==> src/rtl/punc_debug_snapshot.sv <==
// rtl/punc_debug_snapshot.sv - walks PUnC PC, R0-R7 and a memory window over the debug ports
// and streams each sampled word out over a valid/ready link.
module punc_debug_snapshot #(
  parameter logic [15:0] MEM_BASE  = 16'h0000,
  parameter int          MEM_WORDS = 16
) (
  input  logic        clk,
  input  logic        rst,
  input  logic        start,
  output logic        busy,
  output logic        done,
  output logic [15:0] mem_debug_addr,
  output logic [2:0]  rf_debug_addr,
  input  logic [15:0] mem_debug_data,
  input  logic [15:0] rf_debug_data,
  input  logic [15:0] pc_debug_data,
  output logic        out_valid,
  input  logic        out_ready,
  output logic [15:0] out_data,
  output logic [1:0]  out_tag,
  output logic        out_last
);

  typedef enum logic [2:0] {
    S_IDLE,
    S_ISSUE,
    S_SAMPLE,
    S_SEND,
    S_DONE
  } state_t;

  localparam logic [16:0] LAST_IDX = 17'(8 + MEM_WORDS);

  state_t      state;
  state_t      state_next;
  logic [16:0] index;
  logic [16:0] adv_index;
  logic [15:0] adv_mem_off;
  logic        handshake;
  logic [1:0]  cur_tag;
  logic [15:0] cur_data;

  assign handshake   = out_valid && out_ready;
  assign adv_index   = index + 17'd1;
  assign adv_mem_off = adv_index[15:0] - 16'd9;
  assign busy        = (state == S_ISSUE) || (state == S_SAMPLE) || (state == S_SEND);
  assign done        = (state == S_DONE);

  // Item 0 is the PC, items 1..8 are R0..R7, everything after is memory.
  always_comb begin
    cur_tag  = 2'd2;
    cur_data = mem_debug_data;
    if (index == 17'd0) begin
      cur_tag  = 2'd0;
      cur_data = pc_debug_data;
    end else if (index <= 17'd8) begin
      cur_tag  = 2'd1;
      cur_data = rf_debug_data;
    end
  end

  always_ff @(posedge clk) begin
    if (rst) begin
      state <= S_IDLE;
    end else begin
      state <= state_next;
    end
  end

  always_comb begin
    state_next = state;
    case (state)
      S_IDLE:   if (start) state_next = S_ISSUE;
      S_ISSUE:  state_next = S_SAMPLE;
      S_SAMPLE: state_next = S_SEND;
      S_SEND: begin
        if (handshake) begin
          state_next = out_last ? S_DONE : S_ISSUE;
        end
      end
      S_DONE:   state_next = S_IDLE;
      default:  state_next = S_IDLE;
    endcase
  end

  // Addresses are loaded on entry to ISSUE so they are stable through ISSUE and
  // SAMPLE, which covers both combinational and one-cycle-registered debug reads.
  always_ff @(posedge clk) begin
    if (rst) begin
      index          <= '0;
      out_valid      <= 1'b0;
      out_data       <= '0;
      out_tag        <= '0;
      out_last       <= 1'b0;
      mem_debug_addr <= '0;
      rf_debug_addr  <= '0;
    end else begin
      case (state)
        S_IDLE: begin
          if (start) index <= '0;
        end
        S_SAMPLE: begin
          out_data  <= cur_data;
          out_tag   <= cur_tag;
          out_last  <= (index == LAST_IDX);
          out_valid <= 1'b1;
        end
        S_SEND: begin
          if (handshake) begin
            out_valid <= 1'b0;
            if (!out_last) begin
              index <= adv_index;
              if (adv_index <= 17'd8) begin
                rf_debug_addr <= adv_index[2:0] - 3'd1;
              end else begin
                mem_debug_addr <= MEM_BASE + adv_mem_off;
              end
            end
          end
        end
        default: ;
      endcase
    end
  end

endmodule

==> config.mk <==
export PLATFORM = sky130hd
export DESIGN_NAME = punc_debug_snapshot
export DESIGN_NICKNAME = d
export VERILOG_FILES = /design/src/rtl/punc_debug_snapshot.sv
export SDC_FILE = /design/constraint.sdc
export NUM_CORES = 1
export LEC_CHECK = 0
export BUFFER_PORTS_ARGS = -buffer_cell sky130_fd_sc_hd__buf_2
export CAP_MARGIN = 20
export CORE_UTILIZATION = 57
export DETAILED_ROUTE_END_ITERATION = 8
export PLACE_DENSITY = 0.85
export SLEW_MARGIN = 20
export SYNTH_ARGS = -nofsm -noshare
export SYNTH_HDL_FRONTEND = slang
export SYNTH_SLANG_ARGS = --single-unit
==> constraint.sdc <==
create_clock -name clk -period 4.6 [get_ports clk]
set_input_delay 0.23 -clock clk [delete_from_list [all_inputs] [get_ports clk]]
set_output_delay 0.23 -clock clk [all_outputs]
set_load 0.05 [all_outputs]
# [Word-level counts from Yosys, hierarchy flattened]
# Index checks and enable logic that the tools add are counted.
# W data, S select, Z words.
[word_totals] in_bits=52 wordCells=49 regBits=59
[classes] n_reduce_logical=12 n_mux=14 addsub=3 magnitude_cmp=2 eq_ne=8 bitwise=2
[op_table] op="$mux W17" count=3
[op_table] op="$le A17 B4 Y1 const B" count=2
[op_table] op="$pmux W17 S2" count=1
[op_table] op="$mux W16" count=2
[op_table] op="$add A17 B1 Y17 const B" count=1
[op_table] op="$eq A17 B5 Y1 const B" count=1
[op_table] op="$logic_not A17 Y1" count=1
[op_table] op="$sub A16 B4 Y16 const B" count=1
[op_table] op="$pmux W3 S4" count=1
[op_table] op="$reduce_and A4 Y1" count=3
[op_table] op="$mux W3" count=3
[op_table] op="$eq A3 B2 Y1 const B" count=2
[op_table] op="$ne A2 B2 Y1 const B" count=3
[op_table] op="$mux W2" count=2
[op_table] op="$reduce_and A2 Y1" count=2
[op_table] op="$reduce_bool A2 Y1" count=2
[op_table] op="$eq A3 B1 Y1 const B" count=1
[op_table] op="$eq A3 B3 Y1 const B" count=1
[op_table] op="$logic_not A3 Y1" count=1
[op_table] op="$sub A3 B1 Y3 const B" count=1
[op_table] op="$logic_or A1 B1 Y1" count=2
[op_table] op="$not A1 Y1" count=2
[op_table] op="$pmux W1 S2" count=1
[op_table] op="$logic_and A1 B1 Y1" count=1
[op_table] op="$mux W1" count=1

# [Longest topological paths before layout]
[depth] depth_word=4 mapped_depth=10

# [Worst setup path before layout]
# Ideal clock, no wire load.
[synth_path] kind="reg2reg" from="register index[0]" to="register mem_debug_addr[15]" setup_ns=0.118 synth_period_minus_slack_ns=2.440 setup_slack_ns=2.160 arrival_time_ns=2.322 required_ns=4.482 path_stages_with_launch=11 n_path_buf=1 cell_sequence="dfxtp_1 clkbuf_1 inv_1 ha_1 nand2b_1 a41oi_1 o211ai_1 and4b_1 nand4_1 nand4_1 o21ai_1"
[synth_via] elab_chain_cells=4
[synth_rtl] item="start, declared" line="36" rtl="logic [16:0] index;"
[synth_rtl] item="start signal, assigned" line="112" rtl="index <= adv_index;"
[synth_rtl] item="$add A17 B1 Y17 (*)" line="44" rtl="assign adv_index = index + 17'd1;"
[synth_rtl] item="$le A17 B4 Y1" line="113" rtl="if (adv_index <= 17'd8) begin"
[synth_rtl] item="$not A1 Y1 (no source line)"
[synth_rtl] item="$reduce_and A4 Y1 (no source line)"
[synth_rtl] item="end signal, assigned" line="116" rtl="mem_debug_addr <= MEM_BASE + adv_mem_off;"
[synth_rtl] item="end, declared" line="12" rtl="output logic [15:0] mem_debug_addr,"
# Mark *: on every way between the ends. The rest lies on a longest branch, timed or not.
# A chain may end at the register's enable or synchronous reset.

# [Worst setup path in the final report]
[layout_path] from="register index[0]" to="register mem_debug_addr[1]"
# Same word-level chain as after synthesis.

==> results.rst <==
.. list-table::
   :header-rows: 1

   * - Metric
     - Value
   * - Result of the run
     - finished clean
   * - Final GP Congestion
     - 0.9200
   * - Sequential-to-total area share from yosys stat
     - 33.17%
   * - Fin worst setup slack
     - 1.226 ns
   * - Insertion delay to the later sink of the worst-skew pair
     - 0.35 ns
   * - Worst Setup Start Kind
     - register
   * - Clock tree sinks
     - 59
   * - Maximum clock rate
     - 0.2964 GHz
   * - Number of nets in the layout
     - 556
   * - Fraction of final layout cells with drive strength greater than 1
     - 26.09%
   * - Max-cap violation count
     - 0
   * - DRC marker count from the first detailed-route iteration
     - 234
   * - Count of endpoints failing hold in the final timing report
     - 0
   * - Post-layout min period
     - 3.374 ns
   * - Number of hold buffers added after cts
     - 0
   * - Setup Viol. Count Final
     - 0
   * - Detailed-router iteration count before antenna repair
     - 4
   * - Total track usage
     - 29.25%
   * - Count of H-tree levels built during CTS
     - 3
   * - Met3 capacity usage during global routing
     - 8.202%
   * - Number of standard cells after synthesis
     - 440
   * - Antenna diodes
     - 0
   * - Area of the core region
     - 5991 sq um
   * - Starting Density
     - 59.44%
   * - DRC viols
     - 0
   * - Global-route track usage on met1
     - 37.53%
   * - GRT overflow
     - 0
   * - Yosys warnings
     - 0
   * - Number of storage elements in the synthesis netlist
     - 59
   * - NetSw
     - 0.0003246 W
   * - Final worst-path cycle share
     - 73.34%
   * - Most used routing layer
     - met2
   * - Wire length per cell
     - 15.70 um
   * - Root buf cell
     - sky130_fd_sc_hd__clkbuf_8
   * - Met2 track demand over resource
     - 46.47%
   * - Setup Crit Path Kind
     - register to register
   * - Worst VDD drop
     - 236.8 uV
   * - Number of synthesized flops with an enable pin
     - 0
   * - Number of rows in the core area
     - 28
   * - Antenna violations before repair
     - 0
   * - Fraction of registers with async set/reset
     - 0%
   * - Unrepaired setup endpoints after global routing
     - no
   * - Kind of end point of the critical path
     - register
   * - Hold Path Class
     - primary input to register
   * - Worst hold path stage count
     - 3
   * - Buffers inserted by post-CTS timing repair
     - 0
   * - Placed Cells incl. Taps
     - 565
   * - Die height
     - 81.04 um
   * - Post-detailed-route via-to-cell ratio
     - 6.065
   * - Pin count of the biggest net entering global routing
     - 51
   * - Pre-CTS setup slack
     - 1.268 ns
   * - Part of the power in the clock network
     - 38.8%
   * - Leakage power total
     - 1.658 nW
   * - CTS tree
     - built
   * - Data arrival time at the worst-slack endpoint
     - 3.58 ns
   * - Net Count, Synth
     - 495
   * - Count of vias placed by the detailed router
     - 3,524
   * - Share of total power in sequential cells
     - 48.5%
   * - Horizontal die dimension
     - 81.04 um
   * - Number of cells in the finished layout apart from fillers
     - 581
   * - CTS Buffer Depth
     - 2
   * - Worst-path fanout max
     - 22
   * - Switching part of the total
     - 29.48%
   * - Number of top-level design ports
     - 93
   * - Hpwl dp
     - 6.266 mm
   * - Max Transition Viols Final
     - 0
   * - Clock input transition at the sequential cells of the worst setup and hold paths
     - 0.07 ns
   * - Count of port buffers added during placement
     - 92
   * - Top flip-flop cell by instance count after synthesis
     - sky130_fd_sc_hd__dfxtp_1
   * - Post-Synthesis Cell Area
     - 3561 sq um
   * - Worst reg-to-reg path cell count
     - 8
   * - Number of buffers inserted during clock tree synthesis
     - 9
   * - Floorplan die area
     - 6567 sq um
   * - Synth-to-layout area growth
     - 15.50%
   * - Number of global-route vias before repair
     - 3,057
   * - Yosys cell types
     - 56
   * - PwrDens
     - 267.7 nW/um^2
   * - Global-route wire length before repair
     - 14.65 mm
   * - Fill cells
     - 492
   * - Antenna-violating nets left
     - 0
   * - Aggregate negative setup slack
     - 0 ns
   * - Slew at the pin closest to its max-slew limit
     - 0.9257 ns
   * - Headroom to the max-slew limit
     - 37.82%
   * - Data required time at the worst endpoint
     - 4.80 ns
   * - CTS-repair resized insts
     - 0
   * - Mean area per synthesized cell
     - 8.093 sq um
   * - Part of the total power dissipated in combinational logic
     - 12.6%
   * - Routed wire length
     - 9.123 mm
   * - Cell internal power dissipation
     - 0.0007764 W
   * - Max Clock Skew
     - 0.006182 ns
==> layout by cell type, fill, tap and decap left out, types with 3 or more instances in the layout <==
cell type | synthesis | final
sky130_fd_sc_hd__buf_2 | 9 | 92
sky130_fd_sc_hd__dfxtp_1 | 59 | 59
sky130_fd_sc_hd__nor2_1 | 55 | 55
sky130_fd_sc_hd__nand2_1 | 33 | 33
sky130_fd_sc_hd__o21ai_0 | 25 | 25
sky130_fd_sc_hd__a21oi_1 | 23 | 23
sky130_fd_sc_hd__xnor2_1 | 20 | 20
sky130_fd_sc_hd__a22oi_1 | 18 | 18
sky130_fd_sc_hd__mux2i_1 | 16 | 16
sky130_fd_sc_hd__nand4_1 | 11 | 11
sky130_fd_sc_hd__a31oi_1 | 11 | 11
sky130_fd_sc_hd__nor3_1 | 12 | 11
sky130_fd_sc_hd__nand3_1 | 10 | 10
sky130_fd_sc_hd__a311oi_1 | 10 | 10
sky130_fd_sc_hd__clkbuf_8 | 0 | 10
sky130_fd_sc_hd__or3_1 | 8 | 8
sky130_fd_sc_hd__nand3b_1 | 8 | 8
sky130_fd_sc_hd__inv_1 | 6 | 6
sky130_fd_sc_hd__and3_1 | 5 | 5
sky130_fd_sc_hd__xor2_1 | 4 | 4
sky130_fd_sc_hd__and4_1 | 4 | 4
sky130_fd_sc_hd__a211oi_1 | 4 | 4
sky130_fd_sc_hd__a211oi_2 | 4 | 4
sky130_fd_sc_hd__and2_1 | 3 | 3
sky130_fd_sc_hd__nand2b_1 | 3 | 3
sky130_fd_sc_hd__a41oi_1 | 3 | 3
sky130_fd_sc_hd__ha_1 | 3 | 3
sky130_fd_sc_hd__clkinvlp_4 | 0 | 3
==> worst paths after layout <==
kind	from	end	slack (ns)
min	rf_debug_data[6]	out_data[6]	0.14
min reg2reg	mem_debug_addr[15]	mem_debug_addr[15]	0.46
max reg2reg	index[0]	mem_debug_addr[1]	1.23
max	index[0]	mem_debug_addr[1]	1.23
==> cell type report <==
type / instances / area [sq um] / share of cell area [%]
Multi-Input combinational cell: 331 / 2161 / 52.54
Sequential cell: 59 / 1181 / 28.72
Clock inverter: 6 / 41.29 / 1.004
Tap cell: 75 / 93.84 / 2.282
Clock buffer: 10 / 137.6 / 3.347
Inverter: 6 / 22.52 / 0.5476
Timing Repair Buffer: 94 / 475.5 / 11.56
==> kinds of logic after synthesis <==
family,after synthesis,share of synthesized area [%]
AND/OR/NAND/NOR,168,25.09
AO/OA/AOI/OAI,120,23.86
flip-flops,59,33.17
buffers and inverters,50,6.430
XOR/XNOR,24,5.903
multiplexers,16,4.497
adder cells (fa/ha/maj),3,1.054
==> power by group through the flow <==
stage | clock network, W | logic (W) | registers, W
floorplan | 0 | 0.0000480 | 0.000591
global placement | 0 | 0.000137 | 0.000545
detailed placement | 0 | 0.000139 | 0.000545
CTS | 0.000439 | 0.000140 | 0.000534
global route | 0.000470 | 0.000150 | 0.000536
finish | 0.000428 | 0.000139 | 0.000534
==> synthesized netlist by cell type (3+ instances only) <==
cell	n	area share (%)
sky130_fd_sc_hd__buf_1	3	0.32
sky130_fd_sc_hd__inv_1	6	0.63
sky130_fd_sc_hd__xor2_1	4	0.98
sky130_fd_sc_hd__nor3b_1	3	0.63
sky130_fd_sc_hd__o21ai_0	25	3.5
sky130_fd_sc_hd__dfxtp_1	59	33
sky130_fd_sc_hd__ha_1	3	1.1
sky130_fd_sc_hd__nor2_1	55	5.8
sky130_fd_sc_hd__and3_1	5	0.88
sky130_fd_sc_hd__a31oi_1	11	1.9
sky130_fd_sc_hd__a21oi_1	23	3.2
sky130_fd_sc_hd__nand3_1	10	1.4
sky130_fd_sc_hd__nor3_1	12	1.7
sky130_fd_sc_hd__and2_1	3	0.53
sky130_fd_sc_hd__a211oi_1	4	0.84
sky130_fd_sc_hd__nand4_1	11	1.9
sky130_fd_sc_hd__buf_2	9	1.3
sky130_fd_sc_hd__buf_6	3	0.95
sky130_fd_sc_hd__xnor2_1	20	4.9
sky130_fd_sc_hd__a311oi_1	10	2.5
sky130_fd_sc_hd__nand2b_1	3	0.53
sky130_fd_sc_hd__a22oi_1	18	3.8
sky130_fd_sc_hd__or3_1	8	1.4
sky130_fd_sc_hd__mux2i_1	16	4.5
sky130_fd_sc_hd__nand3b_1	8	1.7
sky130_fd_sc_hd__a211oi_2	4	1.4
sky130_fd_sc_hd__clkbuf_1	27	2.8
sky130_fd_sc_hd__nand2_1	33	3.5
sky130_fd_sc_hd__and4_1	4	0.98
sky130_fd_sc_hd__a41oi_1	3	0.74
==> routing by layer <==
layer	part of all wire, %	vias to the layer above
li1	-	1726
met2	49	102
met3	4.7	21
met4	1.5	0
met5	0	-
met1	45	1675
==> per-stage QoR <==
stage / area (sq um) / power [W] / utilization [%] / hold WS, ns
floorplan: 3561 / 0.0006390 / - / 0.3197
global placement: 3934 / 0.0006819 / 65.66 / 0.4398
detailed placement: 3934 / 0.0006846 / 65.66 / 0.4498
CTS: 4113 / 0.001112 / 68.65 / 0.1230
global route: 4113 / 0.001156 / 68.65 / 0.1233
finish: 4113 / 0.001101 / 68.65 / 0.1366
==> registers in the layout, summed over array words and instances (netlist names) <==
signal / cells
index: 17
mem_debug_addr: 16
out_data: 16
rf_debug_addr: 3
state: 3
out_tag: 2
out_last: 1
out_valid: 1
==> worst max-delay path: stages (launching register included) <==
cell and delay [ns]:
sky130_fd_sc_hd__dfxtp_1 0.65, sky130_fd_sc_hd__ha_1 0.57, sky130_fd_sc_hd__and3_1 0.38, sky130_fd_sc_hd__a211oi_1 0.13, sky130_fd_sc_hd__a31oi_2 0.29, sky130_fd_sc_hd__nor3_4 0.11, sky130_fd_sc_hd__a31oi_4 0.75, sky130_fd_sc_hd__mux2i_1 0.27
sky130_fd_sc_hd__nor2_1 0.06
Power figures use the tool's default switching activity.
